$ cat config.mk
export PLATFORM = sky130hd
export DESIGN_NAME = palette_arbiter
export DESIGN_NICKNAME = d
export VERILOG_FILES = /design/src/rtl/palette_arbiter.sv
export SDC_FILE = /design/constraint.sdc
export NUM_CORES = 1
export LEC_CHECK = 0
export CAP_MARGIN = 20
export CORE_MARGIN = 1
export CORE_UTILIZATION = 45
export CTS_CLUSTER_DIAMETER = 30
export CTS_CLUSTER_SIZE = 16
export DETAILED_ROUTE_END_ITERATION = 7
export GPL_ROUTABILITY_DRIVEN = 0
export PLACE_DENSITY = 0.7
export SYNTH_ARGS = -nofsm -noshare
export SYNTH_HDL_FRONTEND = slang
export SYNTH_SLANG_ARGS = --single-unit
$ cat constraint.sdc
create_clock -name Clk -period 3.92 [get_ports Clk]
set_input_delay 0.588 -clock Clk [delete_from_list [all_inputs] [get_ports Clk]]
set_output_delay 0.588 -clock Clk [all_outputs]
set_load 0.03 [all_outputs]
$ cat src/rtl/palette_arbiter.sv
// Round-robin sharing of one combinational palette lookup, with a two-stage
// response pipeline whose second stage applies a frame-stepped fade brightness.
module palette_arbiter #(
    parameter int NREQ       = 3,
    parameter int STEP_TICKS = 4
) (
    input  logic                Clk,
    input  logic                Reset_n,
    input  logic [NREQ-1:0]     req,
    input  logic [4*NREQ-1:0]   req_index,
    output logic [NREQ-1:0]     gnt,
    output logic [3:0]          pal_index,
    input  logic [3:0]          pal_red,
    input  logic [3:0]          pal_green,
    input  logic [3:0]          pal_blue,
    output logic                rsp_valid,
    output logic [1:0]          rsp_id,
    output logic [3:0]          rsp_red,
    output logic [3:0]          rsp_green,
    output logic [3:0]          rsp_blue,
    input  logic                frame_tick,
    input  logic                fade_out_start,
    input  logic                fade_in_start,
    output logic                fade_busy,
    output logic [3:0]          fade_level
);

    typedef enum logic [1:0] {IDLE, FADE_OUT, FADE_IN} fade_state_t;

    fade_state_t fade_state;
    logic [3:0]  tick_cnt;
    logic [1:0]  rr_ptr;
    logic [1:0]  grant_id;
    logic        grant_any;

    logic        s1_valid;
    logic [1:0]  s1_id;
    logic [3:0]  s1_red;
    logic [3:0]  s1_green;
    logic [3:0]  s1_blue;

    // Product fits in 9 bits; keeping bits [7:4] maps level 15 to identity.
    function automatic logic [3:0] scale(input logic [3:0] c, input logic [3:0] lvl);
        logic [8:0] prod;
        prod = 9'(c) * (9'(lvl) + 9'd1);
        return prod[7:4];
    endfunction

    // Priority walks from rr_ptr upward; the first candidate with req set wins.
    // Grants are suppressed while reset is asserted.
    always_comb begin
        gnt       = '0;
        grant_id  = '0;
        grant_any = 1'b0;
        pal_index = 4'd0;
        for (int k = 0; k < NREQ; k++) begin
            for (int i = 0; i < NREQ; i++) begin
                if (!grant_any && Reset_n && req[i] &&
                    ((int'(rr_ptr) + k == i) || (int'(rr_ptr) + k == i + NREQ))) begin
                    gnt[i]    = 1'b1;
                    grant_id  = 2'(i);
                    grant_any = 1'b1;
                    pal_index = req_index[4*i +: 4];
                end
            end
        end
    end

    always_ff @(posedge Clk or negedge Reset_n) begin
        if (!Reset_n) begin
            rr_ptr <= 2'd0;
        end else if (grant_any) begin
            rr_ptr <= (grant_id == 2'(NREQ-1)) ? 2'd0 : grant_id + 2'd1;
        end
    end

    always_ff @(posedge Clk or negedge Reset_n) begin
        if (!Reset_n) begin
            s1_valid  <= 1'b0;
            s1_id     <= 2'd0;
            s1_red    <= 4'd0;
            s1_green  <= 4'd0;
            s1_blue   <= 4'd0;
            rsp_valid <= 1'b0;
            rsp_id    <= 2'd0;
            rsp_red   <= 4'd0;
            rsp_green <= 4'd0;
            rsp_blue  <= 4'd0;
        end else begin
            s1_valid  <= grant_any;
            s1_id     <= grant_id;
            s1_red    <= pal_red;
            s1_green  <= pal_green;
            s1_blue   <= pal_blue;
            rsp_valid <= s1_valid;
            rsp_id    <= s1_id;
            rsp_red   <= scale(s1_red, fade_level);
            rsp_green <= scale(s1_green, fade_level);
            rsp_blue  <= scale(s1_blue, fade_level);
        end
    end

    // A fade_out_start pulse takes precedence even if it cannot start a fade.
    always_ff @(posedge Clk or negedge Reset_n) begin
        if (!Reset_n) begin
            fade_state <= IDLE;
            fade_busy  <= 1'b0;
            fade_level <= 4'd15;
            tick_cnt   <= 4'd0;
        end else begin
            case (fade_state)
                IDLE: begin
                    if (fade_out_start) begin
                        if (fade_level != 4'd0) begin
                            fade_state <= FADE_OUT;
                            fade_busy  <= 1'b1;
                            tick_cnt   <= 4'd0;
                        end
                    end else if (fade_in_start && fade_level != 4'd15) begin
                        fade_state <= FADE_IN;
                        fade_busy  <= 1'b1;
                        tick_cnt   <= 4'd0;
                    end
                end
                FADE_OUT: begin
                    if (frame_tick) begin
                        if (tick_cnt == 4'(STEP_TICKS-1)) begin
                            tick_cnt   <= 4'd0;
                            fade_level <= fade_level - 4'd1;
                            if (fade_level == 4'd1) begin
                                fade_state <= IDLE;
                                fade_busy  <= 1'b0;
                            end
                        end else begin
                            tick_cnt <= tick_cnt + 4'd1;
                        end
                    end
                end
                FADE_IN: begin
                    if (frame_tick) begin
                        if (tick_cnt == 4'(STEP_TICKS-1)) begin
                            tick_cnt   <= 4'd0;
                            fade_level <= fade_level + 4'd1;
                            if (fade_level == 4'd14) begin
                                fade_state <= IDLE;
                                fade_busy  <= 1'b0;
                            end
                        end else begin
                            tick_cnt <= tick_cnt + 4'd1;
                        end
                    end
                end
                default: begin
                    fade_state <= IDLE;
                    fade_busy  <= 1'b0;
                end
            endcase
        end
    end

endmodule

==> qor.yml <==
holdCritPathClass: "in2async"
die_w_um: 86.5
postCtsHoldBufs: 0
clkSlewWorstSetupHoldPaths_ps: 80
cts_made_buffers: 5
critPathTopFamily: "adder cells"
tns_ps: 0
drtIter0Drc: 55
seqPwrFrac: 0.206
regArea_mm2: 0.00108
yosys_warnings: 0
synth_edf_count: 0
layout-drive-gt1-share: 0.0835
max_freq_mhz: 274
portBuffers: 58
drc_errors: 0
place_ws_ps: 168
via_per_inst: 5.18
ir_worst_vdd_mv: 0.513
switching_share: 0.456
grt-ovfl-total: 0
p_switching_mw: 1.61
slew_violations: 0
nFillCells: 595
antenna_found_initial: 0
total_power_mw: 3.52
track_usage: 0.191
grt_pass1_wl_mm: 11.2
worst-path-buf-inv: 2
ys_seq_elements: 43
row_count: 30
slowest_stage: "dfstp_2"
netlist.area_leader.share: 0.304
hpwl_mm: 4.94
ios: 59
finalSetupViolCount: 0
cp.arrival_ps: 3840
routed_wl_mm: 6.45
cts_max_path_buffers: 2
pwr-share-comb: 0.677
p_clk_frac: 0.117
synth-main-ff-cell: "dfrtp_1"
synth_cells: 329
avgSynthCellArea_um2: 9.75
r2r-start: "fade_level[0]"
hold_slack_ps: 307
vias: 2550
crit_type: "reg2reg"
yosysMostFrequentCell: "nand2_1"
syn_area_mm2: 0.00321
fin_skew_ps: 4.62
p_leak_nw: 1.94
powerDensity_mw_per_mm2: 867
period_needed_ps: 3650
p_int_mw: 1.92
slew_headroom: 0.673
end_kind: "flip-flop"
detail-route-antenna-nets: 0
cts_max_level: 2
root_buffer: "clkbuf_8"
run_status: "finished clean"
grt_pass1_vias: 2541
area_growth_syn_to_layout_pct: 26.6
syn-num-nets: 414
rr_endpoint: "rsp_red[3]"
rsz0062_at_grt: "false"
multiInputGateArea_mm2: 0.00197
synthDistinctLibCells: 49
drv_cap: 0
worstSkewPairLatency_ps: 300
reg2reg_depth: 12
cts_tree: "yes"
slowest_delay_ps: 690
required_ps: 4110
fin_crit_sh: 0.930
fin_ws_ps: 273
r2r_slack_ps: 270
start_util: 0.470
chipHeight_um: 86.5
hold_viol: 0
core_area_mm2: 0.00683
synthArstFlopShare: 1.00
die_area_mm2: 0.00747
grt_max_degree: 28
drt_pass1_iterations: 5
worst-path-max-fanout: 14
synthTopCellsByArea: "dfrtp_1, ha_1, fa_1"
crit_path_start_kind: "flip-flop"
tightest_slew_ps: 490
seq_area_frac_synth: 0.337
synth.largest_area_cell: "dfrtp_1"
synth_commonest_cells: "nand2_1, dfrtp_1, ha_1, inv_1, and2_1"
wl_per_cell_um: 13.1
crit_chain: "inv_1 -> ha_2 -> nand2_1 -> fa_1 -> inv_1 -> fa_1 -> ha_1 -> nand4b_1 -> o211ai_1 -> o21a_1 -> nor2_1 -> xnor2_1"
clock-sinks: 43
finalNetCount: 479
==> cells by family (layout without fill, tap and decap cells) <==
kind of cell,count (synthesis),count (layout),synth area share
xor gates and xnor gates,18,18,0.0491
other,0,1,0
and+or+nand+nor,118,118,0.189
adders and majority gates,53,53,0.242
AOI/OAI and AO/OA,50,50,0.113
muxes,6,6,0.0199
buffers and inverters,41,107,0.0499
DFF,43,43,0.337
==> per-stage QoR <==
| step | instances | util | area, um^2 |
|---|---|---|---|
| after floorplan | 329 | - | 3210 |
| after global placement | 483 | 0.575 | 3930 |
| after detailed placement | 483 | 0.575 | 3930 |
| after CTS | 491 | 0.594 | 4060 |
| after global routing | 491 | 0.594 | 4060 |
| final | 492 | 0.595 | 4060 |
==> how the worst max path moves through the flow <==
stage	startpoint	to	slack [ps]	depth (start not counted)
2_1_floorplan	fade_level[0]	rsp_green[3]	100	14
3_3_place_gp	fade_level[0]	rsp_red[3]	250	12
3_5_place_dp	fade_level[0]	rsp_red[3]	170	12
4_1_cts	fade_level[0]	rsp_red[3]	140	12
5_1_grt	fade_level[0]	rsp_green[3]	30	12
6_report	fade_level[0]	rsp_red[3]	270	12
==> flip-flops by register name (all words and copies together), names as in the netlist <==
| name | cells |
|---|---|
| fade_level | 4 |
| fade_busy | 1 |
| rsp_valid | 1 |
| s1_id | 2 |
| rsp_blue | 4 |
| fade_state | 2 |
| tick_cnt | 4 |
| rsp_red | 4 |
| rsp_green | 4 |
| s1_red | 4 |
| s1_green | 4 |
| rr_ptr | 2 |
| s1_valid | 1 |
| s1_blue | 4 |
| rsp_id | 2 |
==> per-layer routing <==
metal	global-route usage	wire, um	vias up
li1	-	-	1248
met1	0.242	2900	1231
met2	0.330	3110	65
met3	0.0467	391	6
met4	0.0439	55	0
met5	0	0	-
==> area by class of cell <==
class                           instances  area share
Multi-Input combinational cell        245       0.485
Sequential cell                        43       0.266
Timing Repair Buffer                   65       0.155
Inverter                               34      0.0314
Tap cell                               96      0.0296
Clock buffer                            6      0.0179
Clock inverter                          2      0.0148
Antenna cell                            1    0.000616
==> layout by cell type, fill, tap and decap left out, types with 6 or more instances in the layout <==
cell / n
clkdlybuf4s50_1: 57
nand2_1: 40
dfrtp_1: 39
ha_1: 37
inv_1: 34
and2_1: 24
nor2_1: 17
fa_1: 15
nand3_1: 11
xnor2_1: 11
o21ai_0: 8
xor2_1: 7
buf_4: 7
a21oi_1: 6
==> power groups by stage <==
| stage | logic (mW) | clock network (mW) | registers (mW) |
|---|---|---|---|
| 2_1_floorplan | 1.58 | 0 | 0.869 |
| 3_3_place_gp | 2.33 | 0 | 0.733 |
| 3_5_place_dp | 2.38 | 0 | 0.735 |
| 4_1_cts | 2.40 | 0.422 | 0.730 |
| 5_1_grt | 2.72 | 0.443 | 0.746 |
| 6_report | 2.39 | 0.412 | 0.725 |
==> repair_timing <==
item	CTS	global route
endpoints found under the setup margin	0	4
gates resized for setup	0	1
setup buffers	0	0
==> worst reg2reg max path, stage by stage (launching register included) <==
cell and delay (ps):
dfstp_2 690, inv_1 110, ha_2 490, nand2_1 120
fa_1 540, inv_1 50, fa_1 470, ha_1 360
nand4b_1 110, o211ai_1 260, o21a_1 170, nor2_1 50
xnor2_1 110
(Power assumes the default switching activity.)
